### src/rtl/mem_port_arbiter_if.sv
// Pipeline-side request/response and memory-macro signals of the shared memory port.
// The arbiter uses the slave modport; the pipeline/memory environment uses the master modport.
interface mem_port_arbiter_if #(
    parameter int AW = 5
);
    logic          if_req;
    logic [31:0]   if_addr;
    logic [31:0]   if_rdata;
    logic          if_ack;
    logic          dm_req;
    logic          dm_we;
    logic [3:0]    dm_be;
    logic [31:0]   dm_addr;
    logic [31:0]   dm_wdata;
    logic [31:0]   dm_rdata;
    logic          dm_ack;
    logic          mem_en;
    logic          mem_we;
    logic [3:0]    mem_be;
    logic [AW-1:0] mem_addr;
    logic [31:0]   mem_wdata;
    logic [31:0]   mem_rdata;
    logic          stall;

    modport slave (
        input  if_req, if_addr, dm_req, dm_we, dm_be, dm_addr, dm_wdata, mem_rdata,
        output if_rdata, if_ack, dm_rdata, dm_ack,
        output mem_en, mem_we, mem_be, mem_addr, mem_wdata, stall
    );

    modport master (
        output if_req, if_addr, dm_req, dm_we, dm_be, dm_addr, dm_wdata, mem_rdata,
        input  if_rdata, if_ack, dm_rdata, dm_ack,
        input  mem_en, mem_we, mem_be, mem_addr, mem_wdata, stall
    );
endinterface

### src/rtl/mem_port_arbiter.sv
// Shares one single-ported synchronous memory between instruction fetch and data access.
// Optional fetch anti-starvation guard: define ARB_FETCH_GUARD_EN.
module mem_port_arbiter #(
    parameter int AW         = 5,
    parameter int MEM_LAT    = 1,
    parameter int MAX_DBURST = 4
) (
    input  logic                clk,
    input  logic                rst,
    mem_port_arbiter_if.slave   bus
);
    localparam int CW = $clog2(MEM_LAT + 1);
    localparam int BW = $clog2(MAX_DBURST + 1);

    typedef enum logic [1:0] {IDLE, ACCESS, WAIT, RESP} state_t;

    state_t        state_q, state_d;
    logic          owner_dm_q, owner_dm_d;
    logic [CW-1:0] lat_q, lat_d;
    logic [BW-1:0] burst_q, burst_d;
    logic          pick_dm;

    logic          mem_en_q, mem_en_d;
    logic          mem_we_q, mem_we_d;
    logic [3:0]    mem_be_q, mem_be_d;
    logic [AW-1:0] mem_addr_q, mem_addr_d;
    logic [31:0]   mem_wdata_q, mem_wdata_d;
    logic [31:0]   if_rdata_q, if_rdata_d;
    logic [31:0]   dm_rdata_q, dm_rdata_d;

    logic          unused_addr_bits;
    assign unused_addr_bits = ^{bus.if_addr[31:AW+2], bus.if_addr[1:0],
                                bus.dm_addr[31:AW+2], bus.dm_addr[1:0]};

    always_ff @(posedge clk or negedge rst) begin
        if (!rst) begin
            state_q     <= IDLE;
            owner_dm_q  <= 1'b0;
            lat_q       <= '0;
            burst_q     <= '0;
            mem_en_q    <= 1'b0;
            mem_we_q    <= 1'b0;
            mem_be_q    <= '0;
            mem_addr_q  <= '0;
            mem_wdata_q <= '0;
            if_rdata_q  <= '0;
            dm_rdata_q  <= '0;
        end else begin
            state_q     <= state_d;
            owner_dm_q  <= owner_dm_d;
            lat_q       <= lat_d;
            burst_q     <= burst_d;
            mem_en_q    <= mem_en_d;
            mem_we_q    <= mem_we_d;
            mem_be_q    <= mem_be_d;
            mem_addr_q  <= mem_addr_d;
            mem_wdata_q <= mem_wdata_d;
            if_rdata_q  <= if_rdata_d;
            dm_rdata_q  <= dm_rdata_d;
        end
    end

    // Data wins a tie (it belongs to the older instruction) unless the guard forces a fetch turn.
    always_comb begin
        pick_dm = bus.dm_req;
`ifdef ARB_FETCH_GUARD_EN
        if (bus.if_req && (burst_q >= BW'(MAX_DBURST)))
            pick_dm = 1'b0;
`endif
    end

    always_comb begin
        state_d    = state_q;
        owner_dm_d = owner_dm_q;
        lat_d      = lat_q;
        burst_d    = burst_q;
        case (state_q)
            IDLE: begin
                if (bus.if_req || bus.dm_req) begin
                    state_d    = ACCESS;
                    owner_dm_d = pick_dm;
                    // Saturating count of data grants that made a waiting fetch step aside.
                    if (!pick_dm)
                        burst_d = '0;
                    else if (bus.if_req && (burst_q != BW'(MAX_DBURST)))
                        burst_d = burst_q + 1'b1;
                end
            end
            ACCESS: begin
                state_d = WAIT;
                lat_d   = CW'(MEM_LAT);
            end
            WAIT: begin
                lat_d = lat_q - 1'b1;
                if (lat_q == CW'(1))
                    state_d = RESP;
            end
            RESP:    state_d = IDLE;
            default: state_d = IDLE;
        endcase
    end

    // Memory strobes are precomputed so the registered outputs are live exactly in ACCESS.
    always_comb begin
        mem_en_d    = 1'b0;
        mem_we_d    = 1'b0;
        mem_be_d    = '0;
        mem_addr_d  = '0;
        mem_wdata_d = '0;
        if_rdata_d  = if_rdata_q;
        dm_rdata_d  = dm_rdata_q;
        if (state_d == ACCESS) begin
            mem_en_d = 1'b1;
            if (owner_dm_d) begin
                mem_we_d    = bus.dm_we;
                mem_be_d    = bus.dm_be;
                mem_addr_d  = bus.dm_addr[AW+1:2];
                mem_wdata_d = bus.dm_wdata;
            end else begin
                mem_addr_d  = bus.if_addr[AW+1:2];
            end
        end
        if ((state_q == WAIT) && (lat_q == CW'(1))) begin
            if (owner_dm_q)
                dm_rdata_d = bus.mem_rdata;
            else
                if_rdata_d = bus.mem_rdata;
        end
    end

    assign bus.if_ack    = (state_q == RESP) && !owner_dm_q;
    assign bus.dm_ack    = (state_q == RESP) &&  owner_dm_q;
    assign bus.if_rdata  = if_rdata_q;
    assign bus.dm_rdata  = dm_rdata_q;
    assign bus.mem_en    = mem_en_q;
    assign bus.mem_we    = mem_we_q;
    assign bus.mem_be    = mem_be_q;
    assign bus.mem_addr  = mem_addr_q;
    assign bus.mem_wdata = mem_wdata_q;
    assign bus.stall     = (bus.if_req & ~bus.if_ack) | (bus.dm_req & ~bus.dm_ack);
endmodule

### src/flat_wrapper.sv
// flat-port wrapper written by rule: the top's interface ports become plain ports
module mem_port_arbiter_flat 
#(
    parameter int AW         = 5,
    parameter int MEM_LAT    = 1,
    parameter int MAX_DBURST = 4
)
  (clk, rst, bus_if_req, bus_if_addr, bus_dm_req, bus_dm_we, bus_dm_be, bus_dm_addr, bus_dm_wdata, bus_mem_rdata, bus_if_rdata, bus_if_ack, bus_dm_rdata, bus_dm_ack, bus_mem_en, bus_mem_we, bus_mem_be, bus_mem_addr, bus_mem_wdata, bus_stall);
  mem_port_arbiter_if #(.AW(AW)) bus_i ();
  input  logic clk;
  input  logic rst;
  input wire logic [$bits(bus_i.if_req)-1:0] bus_if_req;
  input wire logic [$bits(bus_i.if_addr)-1:0] bus_if_addr;
  input wire logic [$bits(bus_i.dm_req)-1:0] bus_dm_req;
  input wire logic [$bits(bus_i.dm_we)-1:0] bus_dm_we;
  input wire logic [$bits(bus_i.dm_be)-1:0] bus_dm_be;
  input wire logic [$bits(bus_i.dm_addr)-1:0] bus_dm_addr;
  input wire logic [$bits(bus_i.dm_wdata)-1:0] bus_dm_wdata;
  input wire logic [$bits(bus_i.mem_rdata)-1:0] bus_mem_rdata;
  output wire logic [$bits(bus_i.if_rdata)-1:0] bus_if_rdata;
  output wire logic [$bits(bus_i.if_ack)-1:0] bus_if_ack;
  output wire logic [$bits(bus_i.dm_rdata)-1:0] bus_dm_rdata;
  output wire logic [$bits(bus_i.dm_ack)-1:0] bus_dm_ack;
  output wire logic [$bits(bus_i.mem_en)-1:0] bus_mem_en;
  output wire logic [$bits(bus_i.mem_we)-1:0] bus_mem_we;
  output wire logic [$bits(bus_i.mem_be)-1:0] bus_mem_be;
  output wire logic [$bits(bus_i.mem_addr)-1:0] bus_mem_addr;
  output wire logic [$bits(bus_i.mem_wdata)-1:0] bus_mem_wdata;
  output wire logic [$bits(bus_i.stall)-1:0] bus_stall;
  assign bus_i.if_req = bus_if_req;
  assign bus_i.if_addr = bus_if_addr;
  assign bus_i.dm_req = bus_dm_req;
  assign bus_i.dm_we = bus_dm_we;
  assign bus_i.dm_be = bus_dm_be;
  assign bus_i.dm_addr = bus_dm_addr;
  assign bus_i.dm_wdata = bus_dm_wdata;
  assign bus_i.mem_rdata = bus_mem_rdata;
  assign bus_if_rdata = bus_i.if_rdata;
  assign bus_if_ack = bus_i.if_ack;
  assign bus_dm_rdata = bus_i.dm_rdata;
  assign bus_dm_ack = bus_i.dm_ack;
  assign bus_mem_en = bus_i.mem_en;
  assign bus_mem_we = bus_i.mem_we;
  assign bus_mem_be = bus_i.mem_be;
  assign bus_mem_addr = bus_i.mem_addr;
  assign bus_mem_wdata = bus_i.mem_wdata;
  assign bus_stall = bus_i.stall;
  mem_port_arbiter #(.AW(AW), .MEM_LAT(MEM_LAT), .MAX_DBURST(MAX_DBURST)) u_core (.clk(clk), .rst(rst), .bus(bus_i));
endmodule
### config.mk
export PLATFORM = sky130hd
export DESIGN_NAME = mem_port_arbiter_flat
export DESIGN_NICKNAME = d
export VERILOG_FILES = /design/src/rtl/mem_port_arbiter_if.sv /design/src/rtl/mem_port_arbiter.sv /design/src/flat_wrapper.sv
export SDC_FILE = /design/constraint.sdc
export NUM_CORES = 1
export LEC_CHECK = 0
export ABC_AREA = 1
export BUFFER_PORTS_ARGS = -buffer_cell sky130_fd_sc_hd__buf_2
export CAP_MARGIN = 10
export CELL_PAD_IN_SITES_DETAIL_PLACEMENT = 1
export CELL_PAD_IN_SITES_GLOBAL_PLACEMENT = 2
export CORE_ASPECT_RATIO = 0.7
export CORE_MARGIN = 1
export CORE_UTILIZATION = 26
export CTS_CLUSTER_DIAMETER = 100
export CTS_CLUSTER_SIZE = 40
export DETAILED_ROUTE_END_ITERATION = 6
export PLACE_DENSITY_LB_ADDON = 0.3
export SLEW_MARGIN = 20
export SYNTH_ARGS = -nofsm -noshare
export SYNTH_HDL_FRONTEND = slang
export SYNTH_SLANG_ARGS = --single-unit
### constraint.sdc
create_clock -name clk -period 2.35 [get_ports clk]
set_input_delay 0.1175 -clock clk [delete_from_list [all_inputs] [get_ports clk]]
set_output_delay 0.1175 -clock clk [all_outputs]
set_load 0.01 [all_outputs]
# Word level (Yosys, flattened, before mapping)
# Index checks and enable logic that the tools add are counted.
# W data, S select, Z words.
[word_totals] elab_cells=45 ff_bits=111 input_bits=137 memories=0 output_inout_bits=110 latch_bits=0 mem_bits_rw=0 romBits=0
[classes] addsub=1 n_bitwise=6 n_mux=15 n_reduce_logical=9 n_shift=0 mul=0 order_cmp=0 div_mod_pow=0 n_eq_ne=4
[ops] operator="$mux W32" count=2
[ops] operator="$mux W5" count=2
[ops] operator="$mux W4" count=2
[ops] operator="$pmux W2 S4" count=1
[ops] operator="$mux W1" count=5
[ops] operator="$eq A2 B1 Y1 const B" count=2
[ops] operator="$eq A2 B2 Y1 const B" count=2
[ops] operator="$mux W2" count=2
[ops] operator="$reduce_and A2 Y1" count=2
[ops] operator="$logic_and A1 B1 Y1" count=3
[ops] operator="$not A1 Y1" count=3
[ops] operator="$and A1 B1 Y1" count=2
[ops] operator="$logic_not A2 Y1" count=1
[ops] operator="$pmux W1 S2" count=1
[ops] operator="$reduce_bool A2 Y1" count=1
[ops] operator="$logic_not A1 Y1" count=1
[ops] operator="$logic_or A1 B1 Y1" count=1
[ops] operator="$or A1 B1 Y1" count=1
[ops] operator="$sub A1 B1 Y1 const B" count=1

# Logic depth before layout (Yosys ltp)
[depth] ltp_word=5 depth_mapped=9 mapped_depth_nobuf=8

# Worst setup path before layout
# OpenSTA, ideal clock, no wires.
[synth_timing] path_kind="flip-flop to flip-flop" from="register u_core.state_q[0]" to="register u_core.if_rdata_q[23], in the netlist u_core.bus.if_rdata[23]" slack_ps=933 t_arrival_ps=1299 stages_incl_launch_ff=9 required_ps=2232 setup_time_ps=118 path_buffers=2 path_cell_list="dfrtp_1 -> inv_1 -> ha_1 -> nand2_1 -> or2_1 -> buf_6 -> buf_6 -> nand2_1 -> o21ai_2"
[synth_between] elab_chain_len=3
[synth_lines] item="start, declared" line_no="mem_port_arbiter.sv:17" source="state_t state_q, state_d;"
[synth_lines] item="start signal, assigned" line_no="mem_port_arbiter.sv:49" source="state_q <= state_d;"
[synth_lines] item="$eq A2 B2 Y1" line_no="mem_port_arbiter.sv:123" source="if ((state_q == WAIT) && (lat_q == CW'(1))) begin"
[synth_lines] item="$logic_and A1 B1 Y1" line_no="mem_port_arbiter.sv:123"
[synth_lines] item="$reduce_and A2 Y1 (no line)"
[synth_lines] item="end signal, assigned" line_no="mem_port_arbiter.sv:58" source="if_rdata_q <= if_rdata_d;"
[synth_lines] item="end, declared" line_no="mem_port_arbiter.sv:28" source="logic [31:0] if_rdata_q, if_rdata_d;"
# No other way between the ends.
# A chain may end at the register's enable or synchronous reset.

# Worst setup path in the final report
[layout_timing] from="register u_core.state_q[0]" to="register u_core.mem_wdata_q[4], in the netlist u_core.bus.mem_wdata[4]"
[layout_between] elab_chain_len=4
[layout_lines] item="$eq A2 B2 Y1 (tied with other cells)" line_no="mem_port_arbiter.sv:77" source="case (state_q)"
[layout_lines] item="$pmux W2 S4 (*)" line_no="mem_port_arbiter.sv:77"
[layout_lines] item="named net u_core.state_d[1]" line_no="mem_port_arbiter.sv:17"
[layout_lines] item="$eq A2 B1 Y1 (*)" line_no="mem_port_arbiter.sv:112" source="if (state_d == ACCESS) begin"
[layout_lines] item="$mux W32 (*)" line_no="mem_port_arbiter.sv:112"
[layout_lines] item="named net u_core.mem_wdata_d[4]" line_no="mem_port_arbiter.sv:27" source="logic [31:0] mem_wdata_q, mem_wdata_d;"
[layout_lines] item="end signal, assigned" line_no="mem_port_arbiter.sv:57" source="mem_wdata_q <= mem_wdata_d;"
[layout_lines] item="end, declared" line_no="mem_port_arbiter.sv:27"
# Mark *: on every way through the listed nets, which the timed path passes. The rest lies on a longest branch.

==> results.ini <==
[status]
outcome=completed

[floorplanning]
core_area_mm2=0.0158
rows=38
die_w_um=156
pin_count=247
fp.dieH_um=110
start_util=0.272
dieArea_mm2=0.0171

[routing]
via_count=3569
drt-pass1-iter-count=4
drtIter0Drc=103
postRouteAntennaNets=0
routed_wl_mm=12.0
post-route-drc-count=0
vias_per_cell=4.10
wl_per_cell_um=13.8

[synthesis]
ys_top_cells_by_area=dfrtp_1, nand2_1, o21ai_2
yosysTopAreaCellShare=0.644
ys_seq_elements=111
synth.most_common_cell=nand2_1
seq_area_frac_synth=0.644
syn_inst=419
synth_enable_flop_cells=0
synth-async-reset-ratio=1.00
syn_area_per_cell_um2=10.3
yosysTopAreaCell=dfrtp_1
ys_top_cells_by_count=nand2_1, dfrtp_1, inv_1
synth_ff_type=dfrtp_1
syn_nets=560
netlist_area_mm2=0.00431
yosys_warnings=0
synth.distinct_cells=18

[critical_path]
worstSetupPathType=reg2reg
critPathMaxFanout=17
r2r_cells=6
reg2reg_slack_ns=0.55
start_kind=flip-flop
r2r_end=u_core.bus.mem_wdata[4]
end_kind=flip-flop
crit_arrival_ns=2.08
crit_required_ns=2.63
r2r-start=u_core.state_q[0]

[final_layout]
nNetsFinal=786
diodes=0
layout-drive-gt1-share=0.383
nFillCells=1870
syn_to_final_growth_pct=41.9
fin_area_mm2=0.00612
fin_cells=870

[sta]
fmax_mhz=556
period_share=0.766
drv_slew=0
fin_skew_ns=0.00758
worstMarginPinSlew_ns=0.506
setup_tns_ns=0
rsz0062_at_grt=no
slew_headroom=0.663
period_needed_ns=1.80
fin_ws_ns=0.550
finalSetupViolCount=0
hold_viol_final=0

[clock_tree]
clk_pin_slew_worst_paths_ns=0.07
post-cts-setup-buffers=0
cts_tree=yes
cts.htree.levels=3
cts_resized=0
postCtsHoldBufs=38
clockRootBuffer=clkbuf_16
cts_sinks=111
clk_path_buf_depth=2
clk_latency_ns=0.35
cts_made_buffers=9

[power]
p_leak_nw=3.41
vdd_drop_max_uv=463
powerDensity_mw_per_mm2=1300
total_power_w=0.00794

[worst_hold_path]
hold_end=u_core.bus.if_rdata[9]
hold_depth=3
hold_start=bus_mem_rdata[9]
hp-class=in2reg

[global_routing]
grt_pass1_vias=3939
grt_overflow=0
grt_pass1_wl_mm=19.6
antenna_found_initial=0
grt_util_all_layers=0.147
grt_max_degree=65

[placement]
dpl-instance-area_mm2=0.00546
numPlacedInstances=816
portBuffers=192
dpl_worst_slack_ns=0.540
dpl.hpwl_mm=8.32
gp_congestion=0.734

[flow_run]
drv_cap=0

## layout by cell type, fill, tap and decap left out, types with 7 or more instances in the layout
cell	Yosys	final
nand3_1	7	7
dlygate4sd3_1	0	38
clkbuf_16	0	9
buf_2	7	191
o21ai_0	34	34
nand2_1	120	120
dfrtp_1	111	111
nor2_1	39	39
o21ai_2	32	32
inv_1	41	41
## logic make-up after synthesis
logic type / Yosys count / synth area share
buf+inv: 62 / 0.0760
flops: 111 / 0.644
fa+ha+maj: 4 / 0.0116
simple gates: 176 / 0.164
compound gates: 66 / 0.104
## report_power, final
group,switching [W],internal (W),total (W)
clock network,0.000695,0.000752,0.00145
logic,0.00210,0.00128,0.00338
registers,0.000376,0.00273,0.00311
## worst max-delay path by stage
stage,from,end,cells past startpoint
6_report,u_core.state_q[0],u_core.bus.mem_wdata[4],6
2_1_floorplan,u_core.state_q[0],u_core.bus.if_rdata[23],8
3_3_place_gp,u_core.state_q[0],u_core.bus.mem_wdata[7],7
4_1_cts,u_core.state_q[0],u_core.bus.mem_wdata[4],6
3_5_place_dp,u_core.state_q[0],u_core.bus.mem_wdata[4],6
5_1_grt,u_core.state_q[0],u_core.bus.mem_wdata[20],6
## worst max-delay path: stages (launching register included)
cell and delay [ns]:
dfrtp_1 0.38, inv_1 0.10, ha_1 0.31, inv_1 0.13, nand3_2 0.33, buf_4 0.34
nor2_1 0.13
## layer usage
layer,GRT usage,vias up,wire [um]
met5,0,-,0
met4,0.0413,0,118
met3,0.0599,10,1080
met2,0.229,127,5190
met1,0.189,1700,5600
li1,-,1732,-
## area by class of cell
type | count | area [um^2] | share of cell area
sequential | 111 | 2780 | 0.454
timing repair buffer | 236 | 1430 | 0.233
multi-input combinational | 246 | 1210 | 0.197
tap | 220 | 275 | 0.0450
clock buffer | 12 | 246 | 0.0403
inverter | 41 | 154 | 0.0252
clock inverter | 4 | 31.3 | 0.00511
## stage by stage
step	hold WS (ns)	utilization
detailed placement	0.116	0.345
global placement	0.109	0.345
floorplan	-0.178	-
global route	0.0187	0.386
CTS	0.00902	0.386
finish	0.0266	0.386
## flip-flops by register name (all words and copies together), names as in the netlist
| name | cells |
|---|---|
| u_core.bus.dm_rdata | 32 |
| u_core.bus.if_rdata | 32 |
| u_core.bus.mem_addr | 5 |
| u_core.bus.mem_be | 4 |
| u_core.bus.mem_en | 1 |
| u_core.bus.mem_wdata | 32 |
| u_core.bus.mem_we | 1 |
| u_core.lat_q | 1 |
| u_core.owner_dm_q | 1 |
| u_core.state_q | 2 |
(Power assumes the default switching activity.)
